File: config.mk
export PLATFORM = sky130hd
export DESIGN_NAME = key_resp_deserializer
export DESIGN_NICKNAME = d
export VERILOG_FILES = /design/src/rtl/key_resp_pkg.sv /design/src/rtl/key_resp_fifo.sv /design/src/rtl/key_resp_deserializer.sv
export SDC_FILE = /design/constraint.sdc
export NUM_CORES = 1
export LEC_CHECK = 0
export BUFFER_PORTS_ARGS = -buffer_cell sky130_fd_sc_hd__buf_2
export CORE_ASPECT_RATIO = 1.75
export CORE_UTILIZATION = 51
export CTS_BUF_LIST = sky130_fd_sc_hd__clkbuf_4 sky130_fd_sc_hd__clkbuf_8
export DETAILED_ROUTE_END_ITERATION = 10
export GPL_ROUTABILITY_DRIVEN = 0
export HOLD_SLACK_MARGIN = 0.12
export MAX_ROUTING_LAYER = met4
export PLACE_DENSITY = 0.68
export REMOVE_ABC_BUFFERS = 1
export SLEW_MARGIN = 20
export SYNTH_ARGS = -nofsm -noshare
export SYNTH_HDL_FRONTEND = slang
export SYNTH_SLANG_ARGS = --single-unit
File: constraint.sdc
create_clock -name clk -period 4.5 [get_ports clk]
set_input_delay 1.125 -clock clk [delete_from_list [all_inputs] [get_ports clk]]
set_output_delay 1.125 -clock clk [all_outputs]
set_load 0.05 [all_outputs]
File: src/rtl/key_resp_pkg.sv
// key_resp_pkg: shared state encoding, framing widths and bus decode constants for the key response path.
// KEY_PARITY_EN adds one odd-parity bit per frame.
package key_resp_pkg;
    typedef enum logic [1:0] {IDLE, SHIFT, COMMIT} state_e;
    localparam int BYTE_W = 8;
    localparam logic SSER_ACT = 1'b0;
    localparam logic BA13_SEL = 1'b0;
    localparam logic BA12_SEL = 1'b1;
`ifdef KEY_PARITY_EN
    localparam int PAR_W = 1;
`else
    localparam int PAR_W = 0;
`endif
    localparam int FRAME_W = BYTE_W + PAR_W;

    function automatic logic [BYTE_W-1:0] rev_bits(input logic [BYTE_W-1:0] b);
        for (int i = 0; i < BYTE_W; i++) rev_bits[i] = b[BYTE_W-1-i];
    endfunction
endpackage

File: src/rtl/key_resp_fifo.sv
// key_resp_fifo: synchronous FIFO with level, no fall-through; a push into a full FIFO only lands if a pop frees a slot.
module key_resp_fifo #(
    parameter int DEPTH = 4,
    parameter int W = 8,
    localparam int AW = $clog2(DEPTH)
) (
    input  logic          clk,
    input  logic          rst,
    input  logic          clr_i,
    input  logic          push_i,
    input  logic          pop_i,
    input  logic [W-1:0]  din_i,
    output logic [W-1:0]  dout_o,
    output logic          full_o,
    output logic          empty_o,
    output logic [AW:0]   level_o
);
    logic [W-1:0] mem_q [DEPTH];
    logic [AW-1:0] wr_q, rd_q;
    logic [AW:0] cnt_q;
    logic do_push, do_pop;

    assign empty_o = cnt_q == '0;
    assign full_o = cnt_q == (AW+1)'(DEPTH);
    assign do_pop = pop_i & ~empty_o;
    assign do_push = push_i & (~full_o | do_pop);
    assign dout_o = empty_o ? '0 : mem_q[rd_q];
    assign level_o = cnt_q;

    always_ff @(posedge clk or posedge rst) begin
        if (rst) begin
            wr_q <= '0;
            rd_q <= '0;
            cnt_q <= '0;
        end else if (clr_i) begin
            wr_q <= '0;
            rd_q <= '0;
            cnt_q <= '0;
        end else begin
            wr_q <= wr_q + AW'(do_push);
            rd_q <= rd_q + AW'(do_pop);
            cnt_q <= cnt_q + (AW+1)'(do_push) - (AW+1)'(do_pop);
        end
    end

    always_ff @(posedge clk) begin
        if (do_push) mem_q[wr_q] <= din_i;
    end
endmodule

File: src/rtl/key_resp_deserializer.sv
// key_resp_deserializer: samples SDRD once per key read window, frames bytes and queues them for the host.
// Define KEY_PARITY_EN for 9-bit frames (odd parity) and the sticky parity_err output.
module key_resp_deserializer
    import key_resp_pkg::*;
#(
    parameter int FIFO_DEPTH = 4,
    parameter int TIMEOUT = 255,
    parameter bit MSB_FIRST = 1'b1,
    localparam int LW = $clog2(FIFO_DEPTH) + 1
) (
    input  logic          clk,
    input  logic          rst,
    input  logic          sser,
    input  logic          ba13,
    input  logic          ba12,
    input  logic          br_w,
    input  logic          sdrd,
    input  logic          clear,
    output logic [7:0]    out_data,
    output logic          out_valid,
    input  logic          out_ready,
    output logic          overflow,
    output logic          timeout_err,
`ifdef KEY_PARITY_EN
    output logic          parity_err,
`endif
    output logic [LW-1:0] level
);
    state_e state_q;
    logic [3:0] bit_cnt_q;
    logic [FRAME_W-1:0] shift_q;
    logic [15:0] idle_q;
    logic win, win_q, edge_w, push, pop, full, empty, par_ok, overflow_q, tmo_q;
    logic [BYTE_W-1:0] raw;

    assign win = (sser == SSER_ACT) & (ba13 == BA13_SEL) & (ba12 == BA12_SEL) & br_w;
    assign edge_w = win & ~win_q;
    // first sampled bit sits at the top of the shifter
    assign raw = shift_q[FRAME_W-1 -: BYTE_W];
`ifdef KEY_PARITY_EN
    assign par_ok = ^shift_q;
`else
    assign par_ok = 1'b1;
`endif
    assign push = (state_q == COMMIT) & par_ok & ~clear;
    assign pop = out_valid & out_ready;
    assign out_valid = ~empty;
    assign overflow = overflow_q;
    assign timeout_err = tmo_q;

    always_ff @(posedge clk or posedge rst) begin
        if (rst) begin
            state_q <= IDLE;
            bit_cnt_q <= '0;
            shift_q <= '0;
            win_q <= 1'b0;
            idle_q <= '0;
            overflow_q <= 1'b0;
            tmo_q <= 1'b0;
        end else begin
            win_q <= win;
            if (clear) begin
                state_q <= IDLE;
                bit_cnt_q <= '0;
                shift_q <= '0;
                idle_q <= '0;
                overflow_q <= 1'b0;
                tmo_q <= 1'b0;
            end else begin
                tmo_q <= 1'b0;
                overflow_q <= overflow_q | (push & full & ~pop);
                if (edge_w) begin
                    shift_q <= (state_q == SHIFT) ? {shift_q[FRAME_W-2:0], sdrd} : FRAME_W'(sdrd);
                    bit_cnt_q <= (state_q == SHIFT) ? bit_cnt_q + 4'd1 : 4'd1;
                    state_q <= (state_q == SHIFT && bit_cnt_q == 4'(FRAME_W - 1)) ? COMMIT : SHIFT;
                    idle_q <= '0;
                end else if (state_q == COMMIT) begin
                    state_q <= IDLE;
                    bit_cnt_q <= '0;
                    shift_q <= '0;
                end else if (state_q == SHIFT) begin
                    if (idle_q >= 16'(TIMEOUT - 1)) begin
                        tmo_q <= 1'b1;
                        state_q <= IDLE;
                        bit_cnt_q <= '0;
                        shift_q <= '0;
                        idle_q <= '0;
                    end else begin
                        idle_q <= idle_q + 16'd1;
                    end
                end
            end
        end
    end

`ifdef KEY_PARITY_EN
    logic perr_q;
    always_ff @(posedge clk or posedge rst) begin
        if (rst) perr_q <= 1'b0;
        else if (clear) perr_q <= 1'b0;
        else if (state_q == COMMIT && !par_ok) perr_q <= 1'b1;
    end
    assign parity_err = perr_q;
`endif

    key_resp_fifo #(.DEPTH(FIFO_DEPTH), .W(BYTE_W)) u_fifo (
        .clk(clk),
        .rst(rst),
        .clr_i(clear),
        .push_i(push),
        .pop_i(pop),
        .din_i(MSB_FIRST ? raw : rev_bits(raw)),
        .dout_o(out_data),
        .full_o(full),
        .empty_o(empty),
        .level_o(level)
    );
endmodule
### Yosys cells after proc, flatten, opt, wreduce, memory -nomap -nowiden

Memories as Yosys holds them, arrays and structs flattened.
Index checks and enable logic that the tools add are counted.

* $add $sub $neg: 6
* order comparisons: 1
* equality and inequality tests: 5
* mux-type cells: 35
* bitwise logic cells: 19
* reduce and logical (&&, ||, !) cells: 7

Operators with widths (number)
* $mux 16: 5
* $mux 8: 7
* $mux 4: 6
* $add 16x1->16 const B: 1
* $ge 16x8->1 const B: 1
* $mux 2: 8
* $and 1x1->1: 10
* $mux 1: 8
* $reduce_bool 4->1: 2
* $not 1->1: 7
* $add 2x1->2: 2
* $add 4x1->4 const B: 1
* $eq 4x3->1 const B: 1
* $reduce_and 2->1: 2
* $add 3x1->3: 1
* $eq 3x3->1 const B: 1
* $logic_not 3->1: 1
* $mux 3: 1
* $ne 3x3->1 const B: 1
* $reduce_bool 3->1: 1
* $sub 3x1->3: 1
* $eq 2x1->1 const B: 1
* $eq 2x2->1 const B: 1
* $or 1x1->1: 2
* $logic_and 1x1->1: 1

* flip-flop bits (word level): 40
* RAM bits: 32
* bits of input ports: 9
* output and inout bits: 14
* logic and storage cells: 84
* memories: 1

Memory list
* u_fifo.mem_q: depth 4, width 8, read ports 1, clocked after Yosys merged registers in 0, wr ports 1, RTL line key_resp_fifo.sv:18 `logic [W-1:0] mem_q [DEPTH];`

### Longest topological paths before layout

Gate-level depths: netlist of the first run.

* depth after elaboration: 9
* mapped depth: 9

### By module

Synthesis of the first run repeated with hierarchy kept, for this count alone.

* cell total of the unflattened synthesis: 234
* area, all modules: 3198.1 µm²

Modules (own cells, without submodules)
* key_resp_fifo: times used 1, cells each 89, area an instance 1625.3 µm²
* key_resp_deserializer: times used 1, cells each 145, area an instance 1572.8 µm²

### Worst setup path before layout of the first run

No wires, ideal clock.

* path kind: input port to flip-flop
* from: input clear
* to: memory u_fifo.mem_q[0][0], enable pin
* arrival: 2.456 ns
* required time: 4.115 ns
* slack: 1.659 ns
* cell stages on the path: 3
* path buffers: 1
* cell sequence: buf_2 -> nor3b_1 -> nor3b_1

* cells in the longest elaborated chain, start to end: 5

Ends and longest elaborated chain
* start, declared: RTL line key_resp_deserializer.sv:18 `input logic clear,`
* $not 1->1: RTL line key_resp_deserializer.sv:45 `assign push = (state_q == COMMIT) & par_ok & ~clear;`
* $and 1x1->1: RTL line key_resp_deserializer.sv:45
* $and 1x1->1: RTL line key_resp_fifo.sv:26 `assign do_push = push_i & (~full_o | do_pop);`
* $mux 1: RTL line key_resp_fifo.sv:47 `if (do_push) mem_q[wr_q] <= din_i;`
* $mux 1 (not written as such): RTL line key_resp_fifo.sv:47
* end, declared: RTL line key_resp_fifo.sv:18

Every way passes these cells.

### Worst setup path in the final report of the first run

* from: register u_fifo.rd_q[0]
* to: output out_data[0]

* cells in the longest elaborated chain, start to end: 2

Ends and longest elaborated chain
* start, declared: RTL line key_resp_fifo.sv:19 `logic [AW-1:0] wr_q, rd_q;`
* start signal, assigned: RTL line key_resp_fifo.sv:41 `rd_q <= rd_q + AW'(do_pop);`
* $mem_v2 4x8
* $mux 8: RTL line key_resp_fifo.sv:27 `assign dout_o = empty_o ? '0 : mem_q[rd_q];`
* end, declared: RTL line key_resp_deserializer.sv:19 `output logic [7:0] out_data,`

Every way passes these cells.

==> results of run 1 <==
==> cell usage after synthesis, drive strengths merged (6+ instances only) <==
cell / instances
mux4: 8
and3: 6
nor2: 9
dfrtp: 40
o21ai: 6
nor2b: 14
edfxtp: 32
a21oi: 7
buf: 7
ha: 9
inv: 16
nand2: 13
a22o: 10
nor3: 12
==> per-layer routing <==
layer | global-route usage [%] | share of wire [%]
met4 | 8.77 | 1.2
met2 | 37.7 | 59
met5 | - | 0
met1 | 20.0 | 37
met3 | 5.29 | 2.4
==> tightest hold or removal path: cells and delay by family, from the launching register on <==
kind,cells,cell delay (ps)
AOI/OAI and AO/OA,1,40
and+or+nand+nor,1,90
DFF,1,340
==> final timing paths <==
kind,to,slack (ps),depth (start not counted)
min in group asynchronous,idle_q[12],880,3
max in group asynchronous,bit_cnt_q[3],3260,3
max reg2reg,u_fifo.mem_q[2][7],2070,5
min,overflow,520,2
max,out_data[0],1410,3
min reg2reg,overflow,520,2
==> sequential cells by signal, summed over array words and instances, names as in the netlist, 2 cells and up <==
| signal | flops |
|---|---|
| u_fifo.level_o | 3 |
| u_fifo.wr_q | 2 |
| state_q | 2 |
| u_fifo.rd_q | 2 |
| bit_cnt_q | 4 |
| idle_q | 16 |
| u_fifo.mem_q | 32 |
| raw | 8 |
==> area by class of cell <==
| class | instances | area, sq um |
|---|---|---|
| multi-input cells | 151 | 1310 |
| clock inverters | 6 | 91.3 |
| clock buffers | 10 | 138 |
| repair buffers | 25 | 133 |
| flip-flops and latches | 72 | 1960 |
| inverters | 16 | 62.6 |
| well taps | 80 | 100 |
| fillers | 514 | 2480 |
==> power breakdown <==
part | total, mW | internal, mW | switching (mW)
combinational | 0.472 | 0.168 | 0.304
sequential | 0.744 | 0.701 | 0.0430
clock | 0.574 | 0.330 | 0.244
total | 1.79 | 1.20 | 0.591
==> kinds of logic after synthesis <==
family | share of synthesized area, %
simple gates | 17.0
flops | 58.1
compound gates | 10.1
buf+inv | 3.33
mux | 6.26
fa+ha+maj | 3.92
xor+xnor | 1.30
==> summary.txt, run 1 <==
Status
  – Outcome: complete, no violations

Critical path
  – CP max stage cell: sky130_fd_sc_hd__dfrtp_1
  – Crit path DAT: 1960 ps
  – Crit path launch type: flip-flop
  – Slowest Stage Delay on Critical Path: 690 ps
  – Critical setup path kind: reg2out
  – Worst EP required: 3380 ps
  – Largest delay contributor family on the critical path: flip-flops
  – CP bufs+invs: 1
  – Worst Setup SP: u_fifo.rd_q[0]
  – Worst flop-to-flop path startpoint: state_q[0]
  – Cell-by-cell listing of the critical path: mux4_2, nor2b_1, buf_2
  – Max Fanout on Critical Path: 9
  – Crit path capture type: output port

Cells and area
  – P&R area growth vs syn: 12.2%
  – Commonest non-fill, non-tap cells in the layout: 40 x sky130_fd_sc_hd__dfrtp_1, 32 x sky130_fd_sc_hd__edfxtp_1, 22 x sky130_fd_sc_hd__buf_2, 15 x sky130_fd_sc_hd__inv_1, 14 x sky130_fd_sc_hd__nor2b_1
  – Nets: 294
  – Final design utilization: 60.4%
  – Antenna cell count: 0
  – Final instance count without filler cells: 360
  – Share of cells above drive strength 1: 26.8%
  – Finished layout cell area: 3790 sq um
  – Commonest non-fill, non-tap cell in the layout: sky130_fd_sc_hd__dfrtp_1

Placed design
  – Number of cells in the design after placement: 344
  – Area of placed instances: 3560 sq um
  – Post-Place Worst Slack: 1330 ps
  – Number of port buffers: 22
  – Detailed Place HPWL: 4.27 mm

Floorplan
  – Number of placed I/O pins: 23
  – Horizontal die dimension: 63.5 um
  – Die ar.: 6970 sq um
  – Initial Util: 53.8%
  – Overall die height: 110 um
  – Site row count: 38
  – Area of the core region: 6280 sq um

STA
  – Unrepaired setup endpoints after global routing: no
  – Max Clock Freq: 324 MHz
  – Worst slew margin: 32.8%
  – Setup violations, final: 0
  – Pins Over Slew Limit: 0
  – Setup TNS after final layout: 0 ps
  – Shortest clock period the worst path allows after layout: 3090 ps
  – Number of failing hold endpoints at the final stage: 0
  – Final cycle utilization of the critical path: 68.6%
  – Min setup slack post-route: 1410 ps
  – WHS: 516 ps
  – Slew of the pin with the lowest slew margin: 997 ps
  – Worst clock skew: 7.53 ps

Synth
  – Average size of a mapped cell: 13.7 sq um
  – Post-Syn Area: 3380 sq um
  – Number of enable flip-flop cells after synthesis: 32
  – Cells after synthesis: 247
  – Post-synth top area cell: sky130_fd_sc_hd__dfrtp_1
  – Number of register bits inferred by synthesis: 72
  – Sequential cell area fraction in the yosys report: 58.1%
  – Post-synth top area share: 29.6%
  – Share of synthesized registers carrying an async set or reset: 55.6%
  – Synth Flop Type: sky130_fd_sc_hd__dfrtp_1
  – YS warnings: 0
  – Post-synthesis cell type count: 55
  – Synth top area cells: sky130_fd_sc_hd__dfrtp_1 30%, sky130_fd_sc_hd__edfxtp_1 28%, sky130_fd_sc_hd__mux4_2 5.3%

CTS
  – CTS Buf Count: 9
  – Num Clock Sinks: 72
  – Post-cts repair resize count: 0
  – H-tree Lvls: 3
  – Root cell of the clock tree: sky130_fd_sc_hd__clkbuf_8
  – Clock transition at the register clock pins on the worst setup and hold paths after CTS: 70 ps
  – Clock insertion delay at the later pin of the skew report: 350 ps
  – CTS hold repair buffers: 0
  – # Post-CTS Setup Buffers: 0
  – Number of buffers on the longest clock path: 2
  – TritonCTS clock tree: done

Route
  – Final WL: 5.96 mm
  – Post-detailed-route count of antenna-violating nets: 0
  – Number of iterations in the first detailed-routing pass: 4
  – Routed len/inst: 16.5 um
  – Count of unresolved DRC violations after routing: 0
  – Number of vias in the routed layout: 1,993
  – Via-per-instance ratio: 5.54
  – Iteration-0 DRC count of the detailed router: 77

Global routing
  – Global-route usage over all layers: 20.5%
  – Antenna violations before repair: 0
  – Grt ovf: 0
  – Vias in the first global route: 2,079
  – Largest net degree at the start of global routing: 41
  – First-pass GRT wire length: 10.0 mm

Min path
  – Hold WC Path Type: reg2reg
  – Hold path start: overflow

Pwr
  – Max VDD drop: 0.251 mV
  – Cell Pwr Density: 472 nW/um^2
  – Leakage power: 1.56 nW
  – Total power of the final layout: 1.79 mW

Job
  – Total of max-cap violations: 0
Power figures use the tool's default switching activity.
==> inputs of run 2 (changes only) <==
--- a/config.mk
+++ b/config.mk
@@ -5,6 +5,7 @@
 export SDC_FILE = /design/constraint.sdc
 export NUM_CORES = 1
 export LEC_CHECK = 0
+export ABC_AREA = 1
 export BUFFER_PORTS_ARGS = -buffer_cell sky130_fd_sc_hd__buf_2
 export CORE_ASPECT_RATIO = 1.75
 export CORE_UTILIZATION = 51
@@ -13,7 +14,7 @@
 export GPL_ROUTABILITY_DRIVEN = 0
 export HOLD_SLACK_MARGIN = 0.12
 export MAX_ROUTING_LAYER = met4
-export PLACE_DENSITY = 0.68
+export PLACE_DENSITY = 0.71
 export REMOVE_ABC_BUFFERS = 1
 export SLEW_MARGIN = 20
 export SYNTH_ARGS = -nofsm -noshare
==> constraint.sdc (replaced) <==
create_clock -name clk -period 2.6 [get_ports clk]
set_input_delay 0.65 -clock clk [delete_from_list [all_inputs] [get_ports clk]]
set_output_delay 0.65 -clock clk [all_outputs]
set_load 0.05 [all_outputs]
==> run 2 against run 1 <==
Synthesized cell count up 32%; hold slack worse by 100 ps; utilization fell by 0.91 points; clock power increased by 69%; clock skew about the same; register-to-register slack got worse by 1500 ps; largest power group unchanged; combinational power grew 94%; critical path depth grew 1; final area is 3.0% lower; count of clock-buffer cells in the layout up 1; sequential power increased by 72%; flip-flop and latch count stayed put; critical path type unchanged.
==> summary.txt, run 2 <==
Status
  – Outcome: complete, no violations

CTS
  – Root cell of the clock tree: sky130_fd_sc_hd__clkbuf_8
  – CTS hold repair buffers: 0
  – # Post-CTS Setup Buffers: 0
  – CTS Buf Count: 9
  – Clock insertion delay at the later pin of the skew report: 340 ps
  – H-tree Lvls: 3
  – TritonCTS clock tree: done
  – Post-cts repair resize count: 0
  – Num Clock Sinks: 72
  – Number of buffers on the longest clock path: 2
  – Clock transition at the register clock pins on the worst setup and hold paths after CTS: 70 ps

STA
  – WHS: 415 ps
  – Max Clock Freq: 437 MHz
  – Pins Over Slew Limit: 0
  – Setup TNS after final layout: 0 ps
  – Unrepaired setup endpoints after global routing: no
  – Setup violations, final: 0
  – Worst clock skew: 7.60 ps
  – Worst slew margin: 65.1%
  – Number of failing hold endpoints at the final stage: 0
  – Min setup slack post-route: 311 ps
  – Slew of the pin with the lowest slew margin: 524 ps
  – Shortest clock period the worst path allows after layout: 2290 ps
  – Final cycle utilization of the critical path: 88.0%

Cells and area
  – Finished layout cell area: 3680 sq um
  – Commonest non-fill, non-tap cell in the layout: sky130_fd_sc_hd__nor2_1
  – Final instance count without filler cells: 444
  – Antenna cell count: 0
  – Register ranked first by flip-flop count: u_fifo.mem_q
  – Final design utilization: 59.5%
  – P&R area growth vs syn: 13.6%
  – Commonest non-fill, non-tap cells in the layout: 67 x sky130_fd_sc_hd__nor2_1, 52 x sky130_fd_sc_hd__nand2_1, 39 x sky130_fd_sc_hd__dfrtp_1, 37 x sky130_fd_sc_hd__inv_1, 32 x sky130_fd_sc_hd__edfxtp_1
  – Flip-flop count of the largest register after layout: 32
  – Nets: 378
  – Share of cells above drive strength 1: 17.0%

Synth
  – Post-synth top area share: 30.9%
  – Post-synthesis cell type count: 36
  – Synth top area cells: sky130_fd_sc_hd__dfrtp_1 31%, sky130_fd_sc_hd__edfxtp_1 30%, sky130_fd_sc_hd__nor2_1 7.8%
  – Post-Syn Area: 3240 sq um
  – Cells after synthesis: 327
  – Number of enable flip-flop cells after synthesis: 32
  – Number of register bits inferred by synthesis: 72
  – Post-synth top area cell: sky130_fd_sc_hd__dfrtp_1
  – Synth Flop Type: sky130_fd_sc_hd__dfrtp_1
  – Average size of a mapped cell: 9.90 sq um
  – Ranking of synthesized cells by instance count: 67 x sky130_fd_sc_hd__nor2_1, 52 x sky130_fd_sc_hd__nand2_1, 40 x sky130_fd_sc_hd__dfrtp_1, 37 x sky130_fd_sc_hd__inv_1, 32 x sky130_fd_sc_hd__edfxtp_1
  – YS warnings: 0
  – Share of synthesized registers carrying an async set or reset: 55.6%
  – Sequential cell area fraction in the yosys report: 60.6%
  – Most common cell in the synthesized netlist: sky130_fd_sc_hd__nor2_1

Floorplan
  – Site row count: 38
  – Die ar.: 6680 sq um
  – Number of placed I/O pins: 23
  – Area of the core region: 6180 sq um
  – Initial Util: 52.4%
  – Horizontal die dimension: 62.2 um
  – Overall die height: 107 um

Pwr
  – Cell Pwr Density: 861 nW/um^2
  – Leakage power: 1.70 nW
  – Total power of the final layout: 3.16 mW
  – Max VDD drop: 0.545 mV

Route
  – Routed len/inst: 12.4 um
  – Number of iterations in the first detailed-routing pass: 4
  – Post-detailed-route count of antenna-violating nets: 0
  – Count of unresolved DRC violations after routing: 0
  – Final WL: 5.50 mm
  – Number of vias in the routed layout: 2,175
  – Via-per-instance ratio: 4.90
  – Iteration-0 DRC count of the detailed router: 55

Critical path
  – Max Fanout on Critical Path: 18
  – Critical setup path kind: reg2out
  – Crit path capture type: output port
  – Crit path launch type: flip-flop
  – Crit path DAT: 1640 ps
  – Worst EP required: 1950 ps

Placed design
  – Number of cells in the design after placement: 428
  – Detailed Place HPWL: 3.96 mm
  – Post-Place Worst Slack: 474 ps
  – Number of port buffers: 22
  – Area of placed instances: 3450 sq um

Global routing
  – Antenna violations before repair: 0
  – Largest net degree at the start of global routing: 41
  – Vias in the first global route: 2,060
  – First-pass GRT wire length: 9.59 mm
  – Grt ovf: 0
  – Global-route usage over all layers: 19.5%

Min path
  – Hold WC Path Type: in2async

Job
  – Total of max-cap violations: 0
[run 2: power by group]
part	switching, mW	internal [mW]	leakage [nW]
Clock	0.397	0.575	0.111
Combinational	0.683	0.232	0.735
Sequential	0.0628	1.21	0.850
Total	1.14	2.02	1.70
[run 2: cell type report]
type / instances / area [sq um]
Inverter: 39 / 146
Sequential cell: 72 / 1960
Clock inverter: 5 / 80.1
Multi-Input combinational cell: 207 / 1070
Tap cell: 80 / 100
Clock buffer: 11 / 145
Fill cell: 548 / 2500
Timing Repair Buffer: 30 / 170
[run 2: cells by family after synthesis]
group                    after synthesis  share of synthesized area, %
AO/OA/AOI/OAI                         35                          6.18
AND/OR/NAND/NOR                      157                          21.5
XOR/XNOR                               5                          1.35
buffers and inverters                 48                          6.30
flip-flops                            72                          60.6
adder cells (fa/ha/maj)               10                          4.10
[run 2: worst paths after layout]
check,from,endpoint,slack (ps),cells past startpoint
setup / recovery,u_fifo.rd_q[0],out_data[0],310,4
hold / removal,rst,raw[1],410,3
setup reg to reg,u_fifo.level_o[1],u_fifo.level_o[2],600,11
hold reg to reg,overflow,overflow,490,2
max in group asynchronous,rst,u_fifo.rd_q[0],1780,3
min in group clk,overflow,overflow,490,2
[run 2: metal layers]
| metal | global-route usage, % | vias to the layer above | part of all wire (%) |
|---|---|---|---|
| met1 | 19.9 | 1018 | 40 |
| met2 | 34.3 | 26 | 55 |
| met4 | 9.80 | 0 | 2.4 |
| met5 | - | - | 0 |
| li1 | - | 1119 | - |
| met3 | 5.19 | 12 | 2.5 |
[run 2: critical path: stages, from the launching register on]
cell                      delay [ps]
sky130_fd_sc_hd__dfrtp_2         520
sky130_fd_sc_hd__inv_2           220
sky130_fd_sc_hd__o21ai_0         120
sky130_fd_sc_hd__a21oi_1         150
sky130_fd_sc_hd__buf_2           280
==> inputs of run 3 (changes only) <==
--- a/config.mk
+++ b/config.mk
@@ -14,7 +14,8 @@
 export GPL_ROUTABILITY_DRIVEN = 0
 export HOLD_SLACK_MARGIN = 0.12
 export MAX_ROUTING_LAYER = met4
-export PLACE_DENSITY = 0.71
+export PLACE_DENSITY = 0.79
+export RECOVER_POWER = 50
 export REMOVE_ABC_BUFFERS = 1
 export SLEW_MARGIN = 20
 export SYNTH_ARGS = -nofsm -noshare
==> run 3 against run 2 <==
Clock skew fell by 1.2 ps; first-iteration DRC count increased by 16%; cell count did not move; non-clock buffer count unchanged; fmax shrank 0.53%; count of clock-buffer cells in the layout down 1; flip-flop and latch count did not move; die area stayed put; critical path type unchanged.
==> summary.txt, run 3 (same netlist as run 2, synthesis figures left out) <==
Route
  – Final WL: 5.52 mm
  – Iteration-0 DRC count of the detailed router: 64
  – Post-detailed-route count of antenna-violating nets: 0
  – Number of iterations in the first detailed-routing pass: 4
  – Routed len/inst: 12.4 um
  – Count of unresolved DRC violations after routing: 0
  – Via-per-instance ratio: 4.99
  – Number of vias in the routed layout: 2,215

Cells and area
  – Commonest non-fill, non-tap cell in the layout: sky130_fd_sc_hd__nor2_1
  – Finished layout cell area: 3630 sq um
  – FF/Latch Area: 1960 sq um
  – Multi-input gate area: 1070 sq um
  – P&R area growth vs syn: 12.2%
  – Final instance count without filler cells: 444
  – Fillers: 517
  – Register ranked first by flip-flop count: u_fifo.mem_q
  – Nets: 378
  – Antenna cell count: 0
  – Commonest non-fill, non-tap cells in the layout: 67 x sky130_fd_sc_hd__nor2_1, 52 x sky130_fd_sc_hd__nand2_1, 39 x sky130_fd_sc_hd__dfrtp_1, 37 x sky130_fd_sc_hd__inv_1, 32 x sky130_fd_sc_hd__edfxtp_1
  – Share of cells above drive strength 1: 16.5%
  – Flip-flop count of the largest register after layout: 32

CTS
  – H-tree Lvls: 3
  – TritonCTS clock tree: done
  – Clock insertion delay at the later pin of the skew report: 350 ps
  – # Post-CTS Setup Buffers: 0
  – Root cell of the clock tree: sky130_fd_sc_hd__clkbuf_8
  – Number of buffers on the longest clock path: 2
  – Clock transition at the register clock pins on the worst setup and hold paths after CTS: 70 ps
  – Num Clock Sinks: 72
  – CTS Buf Count: 9

Placed design
  – Detailed Place HPWL: 3.97 mm
  – Number of cells in the design after placement: 428
  – Number of port buffers: 22
  – Area of placed instances: 3450 sq um

Global routing
  – Largest net degree at the start of global routing: 41
  – Antenna violations before repair: 0
  – First-pass GRT wire length: 9.63 mm
  – Vias in the first global route: 2,206
  – Global-route usage over all layers: 19.5%
  – Grt ovf: 0

Pwr
  – Max VDD drop: 0.343 mV
  – Combinational power share: 30.2%
  – Leakage power: 1.68 nW
  – Fraction of power spent switching nets: 37.6%
  – Cell Pwr Density: 836 nW/um^2
  – Clock network fraction of design power: 27.6%
  – Switching power summed over all nets: 1.14 mW
  – Cell-internal power: 1.90 mW
  – Fraction of power consumed by sequential logic: 42.1%

Floorplan
  – Die ar.: 6680 sq um
  – Area of the core region: 6180 sq um
  – Overall die height: 107 um
  – Site row count: 38
  – Number of placed I/O pins: 23
  – Initial Util: 52.4%
  – Horizontal die dimension: 62.2 um

STA
  – Worst clock skew: 6.41 ps
  – Pins Over Slew Limit: 0
  – Number of failing hold endpoints at the final stage: 0
  – Slew of the pin with the lowest slew margin: 982 ps
  – Max Clock Freq: 435 MHz
  – Setup TNS after final layout: 0 ps
  – WHS: 495 ps
  – Unrepaired setup endpoints after global routing: no
  – Final cycle utilization of the critical path: 88.5%
  – Worst slew margin: 34.6%
  – Setup violations, final: 0
  – Shortest clock period the worst path allows after layout: 2300 ps

Critical path
  – CP max stage cell: sky130_fd_sc_hd__dfrtp_2
  – R2R depth: 11
  – Worst EP required: 1950 ps
  – Critical setup path kind: reg2out
  – Worst reg2reg path endpoint: u_fifo.level_o[2]
  – Worst flop-to-flop path startpoint: u_fifo.level_o[1]
  – Cell-by-cell listing of the critical path: inv_2, o21ai_0, a21oi_1, buf_2
  – Largest delay contributor family on the critical path: flip-flops
  – Crit path launch type: flip-flop
  – R2R setup slack: 560 ps
  – Crit path DAT: 1650 ps
  – Crit path capture type: output port
  – Max Fanout on Critical Path: 18
  – Slowest Stage Delay on Critical Path: 530 ps
  – CP bufs+invs: 2

Min path
  – Min-Delay Endpoint: idle_q[15]
  – Worst hold stages: 2
  – Hold path start: idle_q[15]
  – Hold WC Path Type: reg2reg

Status
  – Outcome: complete, no violations

Job
  – Total of max-cap violations: 0
run 3: cell count changes in the layout (fill, tap and decap cells not counted), sizes merged:
cell    previous run  this run
clkinv             2         4
buf               30        28
clkbuf            11        12
bufinv             2         1
run 3: worst max-delay path by stage:
| stage | from | end | slack [ps] | depth (start not counted) |
|---|---|---|---|---|
| 3_3_place_gp | out_ready | u_fifo.level_o[2] | 530 | 10 |
| 4_1_cts | u_fifo.rd_q[0] | out_data[4] | 90 | 4 |
| 2_1_floorplan | u_fifo.level_o[1] | u_fifo.level_o[2] | 150 | 11 |
| 5_1_grt | u_fifo.rd_q[0] | out_data[5] | 140 | 4 |
| 3_5_place_dp | u_fifo.rd_q[0] | out_data[4] | 480 | 4 |
| 6_report | u_fifo.rd_q[0] | out_data[5] | 300 | 4 |
run 3: worst min-delay path, stage by stage (launching register included):
cell and delay [ps]:
sky130_fd_sc_hd__dfrtp_1 380, sky130_fd_sc_hd__inv_1 50, sky130_fd_sc_hd__nor2_1 40
run 3: power groups by stage:
stage | registers (mW) | clock network [mW] | logic, mW
after detailed placement | 1.30 | 0 | 0.930
after floorplan | 1.35 | 0 | 0.642
final | 1.28 | 0.840 | 0.919
after global routing | 1.29 | 0.909 | 1.01
after CTS | 1.28 | 0.868 | 0.932
after global placement | 1.30 | 0 | 0.910
run 3: per-stage QoR:
step / util [%] / power, mW / worst slack [ps]
2_1_floorplan: - / 2.00 / 151
3_3_place_gp: 55.8 / 2.21 / 531
3_5_place_dp: 55.8 / 2.23 / 483
4_1_cts: 58.9 / 3.08 / 92.9
5_1_grt: 58.8 / 3.21 / 138
6_report: 58.8 / 3.04 / 299
run 3: layout make-up:
cell class              count  area share, %
clock buffers              10           3.61
clock inverters             6           1.65
inverters                  39           4.03
multi-input cells         207           29.4
flip-flops and latches     72           54.0
well taps                  80           2.75
repair buffers             30           4.58
run 3: repair_timing:
action	in CTS	in global routing
resized for setup	0	1
endpoints found under the setup margin	0	8
hold buffers	0	0
run 3: per-layer routing:
metal  vias up  GRT usage, %  part of all wire, %
met4         0          9.80                  2.1
met3         9          5.08                  2.4
li1       1119             -                    -
met2        24          36.1                   56
met1      1063          18.4                   39
met5         -             -                    0
